**config.mk**
```make
export PLATFORM = sky130hd
export DESIGN_NAME = gc_poll_engine
export DESIGN_NICKNAME = d
export VERILOG_FILES = /design/src/rtl/gc_pkg.sv /design/src/rtl/gc_us_timer.sv /design/src/rtl/gc_poll_engine.sv
export SDC_FILE = /design/constraint.sdc
export NUM_CORES = 1
export LEC_CHECK = 0
export ABC_AREA = 0
export CORE_MARGIN = 5
export CORE_UTILIZATION = 54
export CTS_BUF_LIST = sky130_fd_sc_hd__clkbuf_2 sky130_fd_sc_hd__clkbuf_4 sky130_fd_sc_hd__clkbuf_8
export CTS_CLUSTER_DIAMETER = 30
export DETAILED_ROUTE_END_ITERATION = 8
export GPL_ROUTABILITY_DRIVEN = 0
export GPL_TIMING_DRIVEN = 0
export MAX_ROUTING_LAYER = met4
export PLACE_DENSITY = 0.89
export SYNTH_ARGS = -nofsm -noshare
export SYNTH_HDL_FRONTEND = slang
export SYNTH_SLANG_ARGS = --single-unit
```
**constraint.sdc**
```tcl
create_clock -name SYSCLK -period 4.5 [get_ports SYSCLK]
set_clock_uncertainty 0.2 [all_clocks]
set_input_delay 0.675 -clock SYSCLK [delete_from_list [all_inputs] [get_ports SYSCLK]]
set_output_delay 0.675 -clock SYSCLK [all_outputs]
set_load 0.02 [all_outputs]
```
**src/rtl/gc_pkg.sv**
```systemverilog
// Shared GameCube controller definitions: poll command, poller state encoding
// and the bit layout of the 64-bit controller report.
package gc_pkg;

   localparam logic [15:0] GC_CMD_POLL = 16'h4003;

   localparam logic [2:0] ST_IDLE    = 3'd0;
   localparam logic [2:0] ST_TX      = 3'd1;
   localparam logic [2:0] ST_TX_STOP = 3'd2;
   localparam logic [2:0] ST_RX_WAIT = 3'd3;
   localparam logic [2:0] ST_RX_BIT  = 3'd4;
   localparam logic [2:0] ST_DONE    = 3'd5;
   localparam logic [2:0] ST_ERR     = 3'd6;

   typedef enum logic [2:0] {
      S_IDLE    = ST_IDLE,
      S_TX      = ST_TX,
      S_TX_STOP = ST_TX_STOP,
      S_RX_WAIT = ST_RX_WAIT,
      S_RX_BIT  = ST_RX_BIT,
      S_DONE    = ST_DONE,
      S_ERR     = ST_ERR
   } gc_poll_state_t;

   // Report fields, LSB offsets (MSB = first bit on the wire)
   localparam int RPT_BUTTONS_LSB = 48;
   localparam int RPT_BUTTONS_W   = 16;
   localparam int RPT_JOY_X_LSB   = 40;
   localparam int RPT_JOY_Y_LSB   = 32;
   localparam int RPT_C_X_LSB     = 24;
   localparam int RPT_C_Y_LSB     = 16;
   localparam int RPT_L_LSB       = 8;
   localparam int RPT_R_LSB       = 0;
   localparam int RPT_AXIS_W      = 8;

   function automatic int gc_max(input int a, input int b);
      return (a > b) ? a : b;
   endfunction

endpackage

```
**src/rtl/gc_us_timer.sv**
```systemverilog
// Microsecond tick generator plus saturating microsecond counter, both
// restarted by a synchronous clear.
module gc_us_timer
   import gc_pkg::*;
#(
   parameter int CLK_PER_US = 10,
   parameter int MAX_US     = 100,
   localparam int CW = (CLK_PER_US > 1) ? $clog2(CLK_PER_US) : 1,
   localparam int UW = $clog2(MAX_US + 1)
) (
   input  logic          clk,
   input  logic          rst_n,
   input  logic          clear,
   output logic          tick,
   output logic [UW-1:0] us
);

   logic [CW-1:0] cyc;

   assign tick = (cyc == CW'(CLK_PER_US - 1));

   always_ff @(posedge clk) begin
      if (!rst_n || clear) begin
         cyc <= '0;
         us  <= '0;
      end else if (tick) begin
         cyc <= '0;
         if (us != UW'(MAX_US)) us <= us + 1'b1;
      end else begin
         cyc <= cyc + 1'b1;
      end
   end

endmodule

```
**src/rtl/gc_poll_engine.sv**
```systemverilog
// Host-side GameCube poller: sends the 24-bit poll command on the open-drain
// line, then deserialises the 64-bit controller report.
module gc_poll_engine
   import gc_pkg::*;
#(
   parameter int CLK_PER_US = 10,
   parameter int TIMEOUT_US = 100,
   parameter int BIT_GAP_US = 8
) (
   input  logic        SYSCLK,
   input  logic        NSYSRESET,
   input  logic        start,
   input  logic        rumble,
   input  logic        data_in,
   output logic        data_oe,
   output logic        busy,
   output logic [63:0] report,
   output logic        valid,
   output logic        err,
   output logic [2:0]  state
);

   localparam int MAX_US = gc_max(gc_max(TIMEOUT_US, BIT_GAP_US), 4);
   localparam int UW     = $clog2(MAX_US + 1);

   logic [2:0]    st, nxt;
   logic [1:0]    sync;
   logic          prev, line, fall;
   logic [23:0]   cmd;
   logic [4:0]    bit_idx;
   logic [63:0]   shift, shift_nx;
   logic [6:0]    nbits;
   logic          sampled;
   logic          t_clear, tick;
   logic [UW-1:0] us;
   logic          accept, tx_bit, bit_end, sample_now, done_now;

   gc_us_timer #(
      .CLK_PER_US (CLK_PER_US),
      .MAX_US     (MAX_US)
   ) u_timer (
      .clk   (SYSCLK),
      .rst_n (NSYSRESET),
      .clear (t_clear),
      .tick  (tick),
      .us    (us)
   );

   assign line       = sync[1];
   assign fall       = prev & ~line;
   assign accept     = start && (st == ST_IDLE || st == ST_DONE || st == ST_ERR);
   assign tx_bit     = (st == ST_TX) ? cmd[5'd23 - bit_idx] : 1'b1;
   assign bit_end    = tick && (us == UW'(3));
   assign sample_now = (st == ST_RX_BIT) && !sampled && tick && (us == UW'(1));
   assign done_now   = sample_now && (nbits == 7'd63);
   assign shift_nx   = {shift[62:0], line};

   always_comb begin
      nxt     = st;
      t_clear = 1'b0;
      case (st)
         ST_TX: begin
            if (bit_end) begin
               t_clear = 1'b1;
               if (bit_idx == 5'd23) nxt = ST_TX_STOP;
            end
         end
         ST_TX_STOP: begin
            if (bit_end) begin
               t_clear = 1'b1;
               nxt     = ST_RX_WAIT;
            end
         end
         ST_RX_WAIT: begin
            if (fall) begin
               t_clear = 1'b1;
               nxt     = ST_RX_BIT;
            end else if (tick && us == UW'(TIMEOUT_US - 1)) begin
               nxt = ST_ERR;
            end
         end
         ST_RX_BIT: begin
            // Falls before the sample point are not bit boundaries and are ignored
            if (done_now) begin
               nxt = ST_DONE;
            end else if (sampled && fall) begin
               t_clear = 1'b1;
            end else if (tick && us == UW'(BIT_GAP_US - 1)) begin
               nxt = ST_ERR;
            end
         end
         default: begin
            if (start) begin
               t_clear = 1'b1;
               nxt     = ST_TX;
            end else begin
               nxt = ST_IDLE;
            end
         end
      endcase
   end

   always_ff @(posedge SYSCLK) begin
      if (!NSYSRESET) begin
         st      <= ST_IDLE;
         sync    <= 2'b11;
         prev    <= 1'b1;
         cmd     <= '0;
         bit_idx <= '0;
         shift   <= '0;
         nbits   <= '0;
         sampled <= 1'b0;
         report  <= '0;
      end else begin
         st   <= nxt;
         sync <= {sync[0], data_in};
         prev <= line;
         if (accept) begin
            cmd     <= {GC_CMD_POLL, 7'b0, rumble};
            bit_idx <= '0;
            shift   <= '0;
            nbits   <= '0;
            sampled <= 1'b0;
         end
         if (st == ST_TX && bit_end) bit_idx <= bit_idx + 5'd1;
         if (sample_now) begin
            shift   <= shift_nx;
            nbits   <= nbits + 7'd1;
            sampled <= 1'b1;
         end else if (st == ST_RX_BIT && sampled && fall) begin
            sampled <= 1'b0;
         end
         if (done_now) report <= shift_nx;
      end
   end

   // A '1' holds the line low for 1 us of 4, a '0' for 3 us of 4
   assign data_oe = (st == ST_TX || st == ST_TX_STOP) &&
                    (tx_bit ? (us == UW'(0)) : (us < UW'(3)));
   assign busy    = (st == ST_TX) || (st == ST_TX_STOP) ||
                    (st == ST_RX_WAIT) || (st == ST_RX_BIT);
   assign valid   = (st == ST_DONE);
   assign err     = (st == ST_ERR);
   assign state   = st;

endmodule

```
=== Word level (Yosys, flattened, before mapping) ===
Cells that the tools add are included.

* Register bits after elaboration: 159
* Input port bits: 5
* Output and inout port bits: 71

* Add/sub/neg operators: 5
* Magnitude comparators: 2
* Eq/ne operators: 20
* Multiplexer cells: 29
* Bitwise gates (word level): 2
* Reduce and logical (&&, ||, !) cells: 30

{| class="wikitable"
|+ Operators with widths
! kind !! number
|-
| $mux 63 || 2
|-
| $mux 3 || 8
|-
| $add 7x1->7 const B || 2
|-
| $mux 7 || 2
|-
| $logic_and 1x1->1 || 13
|-
| $mux 1 || 12
|-
| $pmux 3 s4 || 1
|-
| $mux 5 || 2
|-
| $eq 3x3->1 const B || 3
|-
| $eq 7x1->1 const B || 1
|-
| $eq 7x2->1 const B || 1
|-
| $eq 7x3->1 const B || 1
|-
| $eq 7x6->1 const B || 1
|-
| $eq 7x7->1 const B || 1
|-
| $logic_not 7->1 || 1
|-
| $lt 7x2->1 const B || 1
|-
| $ne 7x7->1 const B || 1
|-
| $eq 3x2->1 const B || 2
|-
| $logic_or 1x1->1 || 6
|-
| $lt 5x6->1 const B || 1
|-
| $ne 2x2->1 const B || 3
|-
| $ne 3x3->1 const B || 2
|-
| $reduce_and 6->1 || 1
|-
| $add 5x1->5 const B || 1
|-
| 16 further kinds || 19
|}

=== Depth between registers and ports, before layout ===
* Depth after elaboration: 9
* Mapped depth: 11

=== Cells and area by module ===
From an unflattened synthesis, not the netlist that was laid out.

* Cell total of the unflattened synthesis: 778
* Area, all modules: 6,819.0 µm²

{| class="wikitable"
|+ By module, submodules not included
! module !! times used !! cells an instance !! area an instance (µm²) !! seq. area each (µm²)
|-
| gc_poll_engine || 1 || 715 || 6,247.2 || 2,962.8
|-
| gc_us_timer || 1 || 63 || 571.8 || 220.2
|}

=== Worst setup path after synthesis ===
Ideal clock, no wire load.

* Kind: register to output
* From: reg st[2], in the netlist state[2]
* To: out data_oe
* Arrival: 1,813 ps
* Required time: 3,625 ps
* Path slack: 1,812 ps
* Stages on the path, launching flop included: 7
* Cells stage by stage: dfxtp_1 -> buf_2 -> nand2b_1 -> nor2_1 -> o211ai_1 -> mux2i_1 -> nor4_1

* Word-level cells in the longest chain between the ends: 4
* Elaborated cells between the ends (all ways): 6

{| class="wikitable"
|+ Ends and longest elaborated chain
! what !! RTL line !! text
|-
| start: declaration || gc_poll_engine.sv:26 || <nowiki>logic [2:0] st, nxt;</nowiki>
|-
| start signal: assignment || gc_poll_engine.sv:115 || <nowiki>st <= nxt;</nowiki>
|-
| $eq 3x1->1 || gc_poll_engine.sv:52, gc_poll_engine.sv:138 ||
|-
| $mux 1 || gc_poll_engine.sv:52 || <nowiki>assign tx_bit = (st == ST_TX) ? cmd[5'd23 - bit_idx] : 1'b1;</nowiki>
|-
| $mux 1 || gc_poll_engine.sv:139 || <nowiki>(tx_bit ? (us == UW'(0)) : (us < UW'(3)));</nowiki>
|-
| $logic_and 1x1->1 (*) || gc_poll_engine.sv:138 || <nowiki>assign data_oe = (st == ST_TX || st == ST_TX_STOP) &&</nowiki>
|-
| end: declaration || gc_poll_engine.sv:15 || <nowiki>output logic data_oe,</nowiki>
|}

Every way passes the cells marked *; elsewhere a longest branch is shown, timed or not.

=== Final worst setup path ===
Ends and elaborated chain as after synthesis.

==> results.tsv <==
metric	value	unit
syn2layout_area_growth	21.4	%
ioPinCount	76	
cts_hold_buf	0	
grt_usage	21.7	%
synth_edf_count	0	
hold_end	sync[1]	
cts_resized	0	
wl_met2	6640	um
slew-limit-headroom	53.7	%
finalSetupTns	0	ns
ir_worst_vdd	0.000327	V
vias_per_cell	5.50	
holdWs	0.215	ns
path_max_fanout	10	
drtPass1Iterations	5	
drt_iter0_drc	361	
insertion_delay	0.43	ns
outcome	complete, no violations	
top_layer_used	met4	
antenna_found_initial	0	
r2r_start	u_timer.cyc[0]	
drive_gt1_share	7.31	%
pwr_density_cell	399	nW/um2
critPathArrivalTime	2.68	ns
fmax	0.281	GHz
holdPathStages	1	
hpwl	9690	um
syn_nets	701	
cts.sinks	159	
core_area	11000	um2
clkSlewWorstSetupHoldPaths	0.08	ns
criticalPathCategory	flop to output port	
drv_cap	0	
finalSetupViolations	0	
async_reset_ff_share	0	%
nets	795	
start_util	55.7	%
wl_met1	6170	um
rsz0062_at_grt	false	
grt_max_degree	17	
worst_slew_pin_slew	0.689	ns
wl_per_cell	14.7	um
postCtsSetupRepairBufs	0	
slew_violations	0	
yosys_warnings	0	
critPathLaunchType	flop	
portBuffers	75	
finalCritPeriodShare	79.0	%
postRouteAntennaNets	0	
gr-total-overflow	0	
clk_path_buf_depth	2	
drcViolationCount	0	
n_antenna_cell	0	
syn_area	6120	um2
clockPowerShare	34.4	%
die-area	13600	um2
yosysSeqAreaShare	52.0	%
comb_power_share	16.6	%
worstPathRequired	3.62	ns
grt_pass1_vias	5070	
ys_types	49	
r2r_slack	1.75	ns
dr_total_vias	5130	
root_buffer	clkbuf_8	
period_needed	3.56	ns
route.met3.wl	752	um
num_rows	38	
power.share.switching	27.9	%
wirelength	13700	um
r2r-end	report[2]	
p_total	2.96	mW
p_sw	0.826	mW
grt_pass1_wl	23100	um
cts_tree	built	
hp-class	flop to flop	
p_leak	2.51	nW
htreeDepth	4	
die_h	116	um
hp-start	sync[0]	
p_seq_share	49.0	%
dieWidth	116	um
synth_seq_cells	159	
end_kind	output port	
finalHoldViolCount	0	
rr_worst_depth	8	
p_int	2.14	mW
synthCells	688	
syn_avg_cell_area	8.89	um2
cts_buffers	17	
synth-main-ff-cell	dfxtp_1	
-- per-stage QoR --
stage          instance area [um2]  util (%)  cells  setup WS [ns]
3_5_place_dp                  7040      64.1    903           1.43
4_1_cts                       7430      67.6    933          0.932
5_1_grt                       7430      67.6    933          0.783
3_3_place_gp                  7040      64.1    903           1.47
6_report                      7430      67.6    933          0.944
2_1_floorplan                 6120         -    688           1.81
-- how the worst max path moves through the flow --
stage	to	slack, ns	startpoint	cells past startpoint
4_1_cts	data_oe	0.93	state[2]	7
6_report	data_oe	0.94	state[2]	7
3_5_place_dp	data_oe	1.43	state[2]	7
5_1_grt	data_oe	0.78	state[2]	7
3_3_place_gp	data_oe	1.47	state[2]	7
2_1_floorplan	data_oe	1.81	state[2]	6
-- layout make-up --
cell class / instances / area, um2
timing repair buffer: 75 / 751
tap: 140 / 175
multi-input combinational: 473 / 2650
buffer: 48 / 250
clock buffer: 20 / 269
sequential: 159 / 3180
clock inverter: 10 / 115
fill: 864 / 3560
inverter: 8 / 30.0
-- metal layers --
| layer | GRT usage (%) | vias up |
|---|---|---|
| li1 | - | 2536 |
| met1 | 26.6 | 2437 |
| met2 | 35.0 | 136 |
| met3 | 5.75 | 21 |
| met4 | 6.73 | 0 |
| met5 | - | - |
-- sequential cells by signal, indices dropped and copies added (netlist names) --
name / count
report: 64
shift: 63
nbits: 7
u_timer.us: 7
bit_idx: 5
u_timer.cyc: 4
state: 3
cmd: 2
sync: 2
prev: 1
sampled: 1
-- logic make-up after synthesis --
group / Yosys count / synth area share, %
compound gates: 162 / 17.5
xor+xnor: 11 / 1.58
fa+ha+maj: 8 / 1.64
buf+inv: 56 / 4.58
flops: 159 / 52.0
mux: 4 / 0.655
simple gates: 288 / 22.0
-- layout by cell type (no fill, tap or decap), types with 3 or more instances in the layout --
cell,synthesis,final
o21ai_0,8,8
nand4_1,5,5
a21boi_1,13,13
nand2_1,147,147
clkbuf_8,0,19
nor2_1,47,47
a22oi_1,65,65
and2_1,5,5
clkdlybuf4s50_1,0,75
a21boi_0,5,5
clkinvlp_4,0,3
o211ai_1,4,4
xnor2_1,8,8
nor2b_1,48,48
clkbuf_1,26,26
or3_1,3,3
inv_1,7,7
mux2i_1,4,4
dfxtp_1,159,159
ha_1,8,8
buf_6,6,6
xor2_1,3,3
a21oi_1,56,56
nand3_1,7,7
nand2b_1,5,5
buf_2,14,14
nor3_1,3,3
clkinv_2,0,3
-- cell usage after synthesis, drive strengths merged, types with 2 or more instances --
| library cell | count | area share [%] |
|---|---|---|
| nand3b | 2 | 0.25 |
| or2 | 3 | 0.31 |
| nor4 | 2 | 0.20 |
| nor3 | 4 | 0.51 |
| nor3b | 2 | 0.43 |
| xor2 | 3 | 0.43 |
| clkbuf | 26 | 1.6 |
| dfxtp | 159 | 52 |
| a21boi | 18 | 2.2 |
| o21ai | 8 | 0.65 |
| mux2i | 4 | 0.65 |
| o311a | 2 | 0.33 |
| nor2b | 48 | 4.9 |
| and2 | 5 | 0.51 |
| nor2 | 47 | 2.9 |
| nand4 | 5 | 0.51 |
| a21oi | 56 | 4.6 |
| xnor2 | 8 | 1.1 |
| inv | 8 | 0.49 |
| a22oi | 65 | 8.0 |
| nand2 | 147 | 9.0 |
| nand2b | 5 | 0.51 |
| buf | 22 | 2.5 |
| o211ai | 4 | 0.49 |
| ha | 8 | 1.6 |
| nand3 | 7 | 0.57 |
| and3 | 2 | 0.20 |
| or3 | 3 | 0.31 |
| and3b | 2 | 0.29 |
-- critical path, stage by stage, from the launching register on --
cell             delay (ns)
dfxtp_1                0.33
buf_2                  0.18
nand2b_1               0.18
nor2_1                 0.20
o211ai_1               0.17
mux2i_1                0.15
nor4_1                 0.36
clkdlybuf4s50_1        0.67
-- power by group through the flow --
stage               sequential [mW]  combinational [mW]  clock, mW
floorplan                      1.49               0.329          0
global placement               1.48               0.472          0
detailed placement             1.48               0.487          0
CTS                            1.45               0.491       1.03
global route                   1.46               0.540       1.10
finish                         1.45               0.492       1.02
(Power assumes the default switching activity.)
